[config.mk]
export PLATFORM = sky130hd
export DESIGN_NAME = hazard_unit
export DESIGN_NICKNAME = d
export VERILOG_FILES = /design/src/rtl/hazard_pkg.sv /design/src/rtl/fwd_sel.sv /design/src/rtl/hazard_unit.sv
export SDC_FILE = /design/constraint.sdc
export NUM_CORES = 1
export LEC_CHECK = 0
export CAP_MARGIN = 10
export CORE_MARGIN = 2
export CORE_UTILIZATION = 29
export CTS_BUF_LIST = sky130_fd_sc_hd__clkbuf_8
export CTS_CLUSTER_DIAMETER = 50
export DETAILED_ROUTE_END_ITERATION = 16
export PLACE_DENSITY_LB_ADDON = 0.3
export SLEW_MARGIN = 15
export SYNTH_ARGS = -nofsm -noshare
export SYNTH_HDL_FRONTEND = slang
export SYNTH_SLANG_ARGS = --single-unit
[constraint.sdc]
create_clock -name clk -period 3.55 [get_ports clk]
set_input_delay 0.71 -clock clk [delete_from_list [all_inputs] [get_ports clk]]
set_output_delay 0.71 -clock clk [all_outputs]
set_load 0.05 [all_outputs]
[src/rtl/hazard_pkg.sv]
// Shared types and helpers for the pipeline hazard unit.
package hazard_pkg;

   localparam int unsigned REG_W = 5;

   typedef enum logic [1:0] {
      RUN  = 2'b00,
      WAIT = 2'b01,
      ERR  = 2'b10
   } hz_state_t;

   typedef enum logic [1:0] {
      FWD_RF = 2'b00,
      FWD_W  = 2'b01,
      FWD_M  = 2'b10
   } fwd_sel_t;

   // True when a later stage writes the (non-zero) source register.
   function automatic logic reg_hit(input logic [REG_W-1:0] src,
                                    input logic [REG_W-1:0] dst,
                                    input logic             we);
      return we && (src != '0) && (src == dst);
   endfunction

endpackage

[src/rtl/fwd_sel.sv]
// Forwarding source select for one E-stage operand; M result beats W result.
module fwd_sel
   import hazard_pkg::*;
(
   input  logic [REG_W-1:0] i_src,
   input  logic [REG_W-1:0] i_wr_m,
   input  logic             i_we_m,
   input  logic [REG_W-1:0] i_wr_w,
   input  logic             i_we_w,
   output fwd_sel_t         o_sel
);

   always_comb begin
      o_sel = FWD_RF;
      if (reg_hit(i_src, i_wr_m, i_we_m)) begin
         o_sel = FWD_M;
      end else if (reg_hit(i_src, i_wr_w, i_we_w)) begin
         o_sel = FWD_W;
      end
   end

endmodule

[src/rtl/hazard_unit.sv]
// Hazard unit: operand forwarding, load-use / branch / dmem-wait stall and flush control,
// dmem wait sequencing with timeout and a saturating stall-cycle counter.
module hazard_unit
   import hazard_pkg::*;
#(
   parameter int unsigned MEM_TIMEOUT = 64,
   parameter int unsigned CNT_W       = 16
) (
   input  logic             clk,
   input  logic             rst_n,
   input  logic [REG_W-1:0] RsD,
   input  logic [REG_W-1:0] RtD,
   input  logic [REG_W-1:0] RsE,
   input  logic [REG_W-1:0] RtE,
   input  logic [REG_W-1:0] WriteRegE,
   input  logic [REG_W-1:0] WriteRegM,
   input  logic [REG_W-1:0] WriteRegW,
   input  logic             regwriteE,
   input  logic             regwriteM,
   input  logic             regwriteW,
   input  logic             memtoregE,
   input  logic             pcsrcM,
   input  logic             dmem_req,
   input  logic             dmem_ready,
   output logic [1:0]       forwardAE,
   output logic [1:0]       forwardBE,
   output logic             stallF,
   output logic             stallD,
   output logic             stallE,
   output logic             stallM,
   output logic             flushD,
   output logic             flushE,
   output logic             flushM,
   output logic             flushW,
   output logic             mem_err,
   output logic [CNT_W-1:0] stall_cnt
);

   localparam int unsigned WC_W = $clog2(MEM_TIMEOUT) + 1;

   hz_state_t        r_state;
   logic [WC_W-1:0]  r_wait_cnt;
   logic             r_mem_err;
   logic [CNT_W-1:0] r_stall_cnt;

   fwd_sel_t w_fwd_a;
   fwd_sel_t w_fwd_b;
   logic     w_memwait;
   logic     w_lwstall;

   fwd_sel u_fwd_a (
      .i_src  (RsE),
      .i_wr_m (WriteRegM),
      .i_we_m (regwriteM),
      .i_wr_w (WriteRegW),
      .i_we_w (regwriteW),
      .o_sel  (w_fwd_a)
   );

   fwd_sel u_fwd_b (
      .i_src  (RtE),
      .i_wr_m (WriteRegM),
      .i_we_m (regwriteM),
      .i_wr_w (WriteRegW),
      .i_we_w (regwriteW),
      .o_sel  (w_fwd_b)
   );

   assign forwardAE = rst_n ? w_fwd_a : FWD_RF;
   assign forwardBE = rst_n ? w_fwd_b : FWD_RF;

   // ERR keeps the pipeline frozen regardless of the memory handshake.
   assign w_memwait = (dmem_req && !dmem_ready) || (r_state == ERR);
   assign w_lwstall = memtoregE && regwriteE && (RtE != '0) &&
                      ((RtE == RsD) || (RtE == RtD));

   // A load in E always targets RtE, so its destination must match.
   always_comb begin
      if (rst_n && memtoregE && regwriteE) begin
         assert (WriteRegE == RtE);
      end
   end

   // Priority mux: dmem wait, then taken branch, then load-use bubble.
   always_comb begin
      stallF = 1'b0;
      stallD = 1'b0;
      stallE = 1'b0;
      stallM = 1'b0;
      flushD = 1'b0;
      flushE = 1'b0;
      flushM = 1'b0;
      flushW = 1'b0;
      if (!rst_n) begin
         stallF = 1'b0;
      end else if (w_memwait) begin
         stallF = 1'b1;
         stallD = 1'b1;
         stallE = 1'b1;
         stallM = 1'b1;
         flushW = 1'b1;
      end else if (pcsrcM) begin
         flushD = 1'b1;
         flushE = 1'b1;
         flushM = 1'b1;
      end else if (w_lwstall) begin
         stallF = 1'b1;
         stallD = 1'b1;
         flushE = 1'b1;
      end
   end

   // Wait sequencer; the RUN cycle that raises the wait is counted as the first wait cycle.
   always_ff @(posedge clk or negedge rst_n) begin
      if (!rst_n) begin
         r_state     <= RUN;
         r_wait_cnt  <= '0;
         r_mem_err   <= 1'b0;
         r_stall_cnt <= '0;
      end else begin
         if (stallF && (r_stall_cnt != '1)) begin
            r_stall_cnt <= r_stall_cnt + CNT_W'(1);
         end
         case (r_state)
            RUN: begin
               if (w_memwait) begin
                  r_state    <= WAIT;
                  r_wait_cnt <= WC_W'(1);
               end
            end
            WAIT: begin
               if (dmem_req && !dmem_ready) begin
                  if (r_wait_cnt == WC_W'(MEM_TIMEOUT - 1)) begin
                     r_state   <= ERR;
                     r_mem_err <= 1'b1;
                  end else begin
                     r_wait_cnt <= r_wait_cnt + WC_W'(1);
                  end
               end else begin
                  r_state    <= RUN;
                  r_wait_cnt <= '0;
               end
            end
            ERR: begin
               r_mem_err <= 1'b1;
            end
            default: begin
               r_state    <= RUN;
               r_wait_cnt <= '0;
            end
         endcase
      end
   end

   assign mem_err   = r_mem_err;
   assign stall_cnt = r_stall_cnt;

endmodule

==> reports/metrics.cfg <==
[outcome]
status=finished clean

[drt]
wl_per_cell_um=12.3
drtPass1Iterations=4
drtIter0Drc=97
drcViolationCount=0
vias=1610
avgViaCountPerCell=4.88
detail-route-antenna-nets=0
wirelength_um=4050

[synth]
ys_seq_area_share_pct=35.8
synthCells=192
async_flop_share_pct=100
synth_commonest_cells=xnor2_1 (27), dfrtp_1 (26), nand2_1 (18)
syn_avg_cell_area_um2=9.46
syn_nets=238
ys.flop_type=dfrtp_1
yosys_warnings=0
ys_ff_latch=26
synth_top_area_share_pct=35.8
syn-cell-area_mm2=0.00182
synth.most_common_cell=xnor2_1
synth_area_leaders=dfrtp_1 (36%), xnor2_1 (13%), xor2_1 (7.2%)
synth_edf_count=0
synth_largest_area_cell=dfrtp_1
ys_types=41

[grt]
grt-ovfl-total=0
grt_pass1_vias=1531
grt_max_degree=33
grt_first_pass_wirelength_um=6890
gr-usage-all-layers_pct=11.7
antenna_found_initial=0

[cells_and_area]
fin_area_mm2=0.00268
nets=302
n_antenna_cell=0
layout.cells.non_filler=330
fillers=582
drive_gt1_share_pct=12.9
area_growth_pct=47.3

[placed_design]
post-place-ws_ns=0.329
gp_congestion=0.753
dpl.cell_count=326
portBuffers=67
place_area_mm2=0.00262
dp_hpwl_um=3310

[critical_path]
regToRegSetupSlack_ns=1.17
worstPathMaxFanout=3
crit_type=in2out
startpoint_type=primary input
arrival_ns=2.50
crit_path_end_kind=primary output
required_ns=2.84

[pwr]
p_leak_nw=1.08
ir_drop_v=0.000198
power_mw=0.944
p_per_area_mw_per_mm2=353

[clocking]
cts_max_level=1
ctsHoldBuffers=0
cts-root-buf=clkbuf_8
path_clk_slew_ns=0.09
clk_latency_ns=0.27
cts_resized=0
cts_tree=yes
cts_buffers=3
post-cts-setup-buffers=0
clock_path_buffers=2
cts_sinks=26

[sta]
setup_viol=0
slew_viol_final=0
tightest_slew_ns=0.769
finalHoldViolCount=0
fin_skew_ns=0.00146
fin_tns_setup_ns=0
rsz0062_at_grt=no
fmax_mhz=311
period_minus_slack_ns=3.21
relSlewSlack_pct=48.7
worst_slack_ns=0.337
fin_crit_sh_pct=90.5

[worst_hold_path]
hold_class=reg2reg

[die]
die_h_um=83.1
start_util_pct=30.3
ios=73
core_mm2=0.00599
row_count=28
die_w_um=83.1
dieArea_mm2=0.00691

[run]
maxCapViolCount=0

-- cell usage in the layout, fill, tap and decap left out, types with 3 or more instances in the layout --
master / count
a21oi_1: 4
nand3_1: 13
xnor2_1: 27
nor2_1: 11
clkbuf_8: 4
mux2_2: 3
buf_12: 10
nor3_1: 7
clkdlybuf4s50_1: 55
nand4_1: 6
buf_4: 6
nor4_2: 6
inv_1: 3
nor4b_1: 3
xor2_1: 15
dfrtp_1: 26
o21ai_0: 7
nand2_1: 18
-- worst max-delay path: stages --
cell             delay [ns]
clkdlybuf4s50_1        0.46
or4_1                  0.54
nor2_1                 0.16
nor4_1                 0.10
nor4_2                 0.35
buf_12                 0.18
-- registers in the layout, indices dropped and copies added, names as in the netlist --
name and flops:
mem_err 1, r_state 2, r_wait_cnt 7, stall_cnt 16
-- per-layer routing --
layer / part of all wire, % / global-route usage [%]
met5: 0 / 0
met4: 0.94 / 3.58
met3: 8.9 / 3.58
met2: 49 / 20.3
met1: 41 / 13.9
-- logic make-up (layout without fill, tap and decap cells) --
kind of cell	Yosys count	after routing	synth area share, %
DFF	26	26	35.8
and+or+nand+nor	82	82	25.9
xor gates and xnor gates	43	43	21.2
adders and majority gates	2	2	1.38
muxes	4	4	2.41
AOI/OAI and AO/OA	20	20	7.65
buffers and inverters	15	78	5.65
-- final timing paths --
kind	start	to	cells after the start
min	mem_err	mem_err	1
min in group asynchronous	rst_n	r_state[1]	2
max	RsE[1]	forwardAE[0]	6
max reg2reg	r_state[0]	stall_cnt[12]	6
min reg2reg	mem_err	mem_err	1
max in group asynchronous	rst_n	stall_cnt[12]	2
-- layout make-up --
class | instances | area [µm²] | area share [%]
flip-flops and latches | 26 | 651 | 24.3
clock buffers | 4 | 55.1 | 2.06
well taps | 75 | 93.8 | 3.51
repair buffers | 71 | 796 | 29.7
inverters | 3 | 11.3 | 0.421
multi-input cells | 151 | 1070 | 39.9
-- through the flow --
| step | hold slack (ns) | utilization, % |
|---|---|---|
| floorplan | 0.414 | - |
| global placement | 0.450 | 43.7 |
| detailed placement | 0.466 | 43.7 |
| CTS | 0.481 | 44.7 |
| global route | 0.503 | 44.7 |
| finish | 0.478 | 44.7 |
-- report_power, final --
group          internal (mW)  leakage [nW]  switching (mW)  total, mW
clock network         0.0992        0.0288          0.0937      0.193
logic                  0.163         0.700           0.218      0.380
registers              0.330         0.348          0.0404      0.371
total                  0.592          1.08           0.352      0.944
No activity file was read; power rests on OpenSTA's default activity.
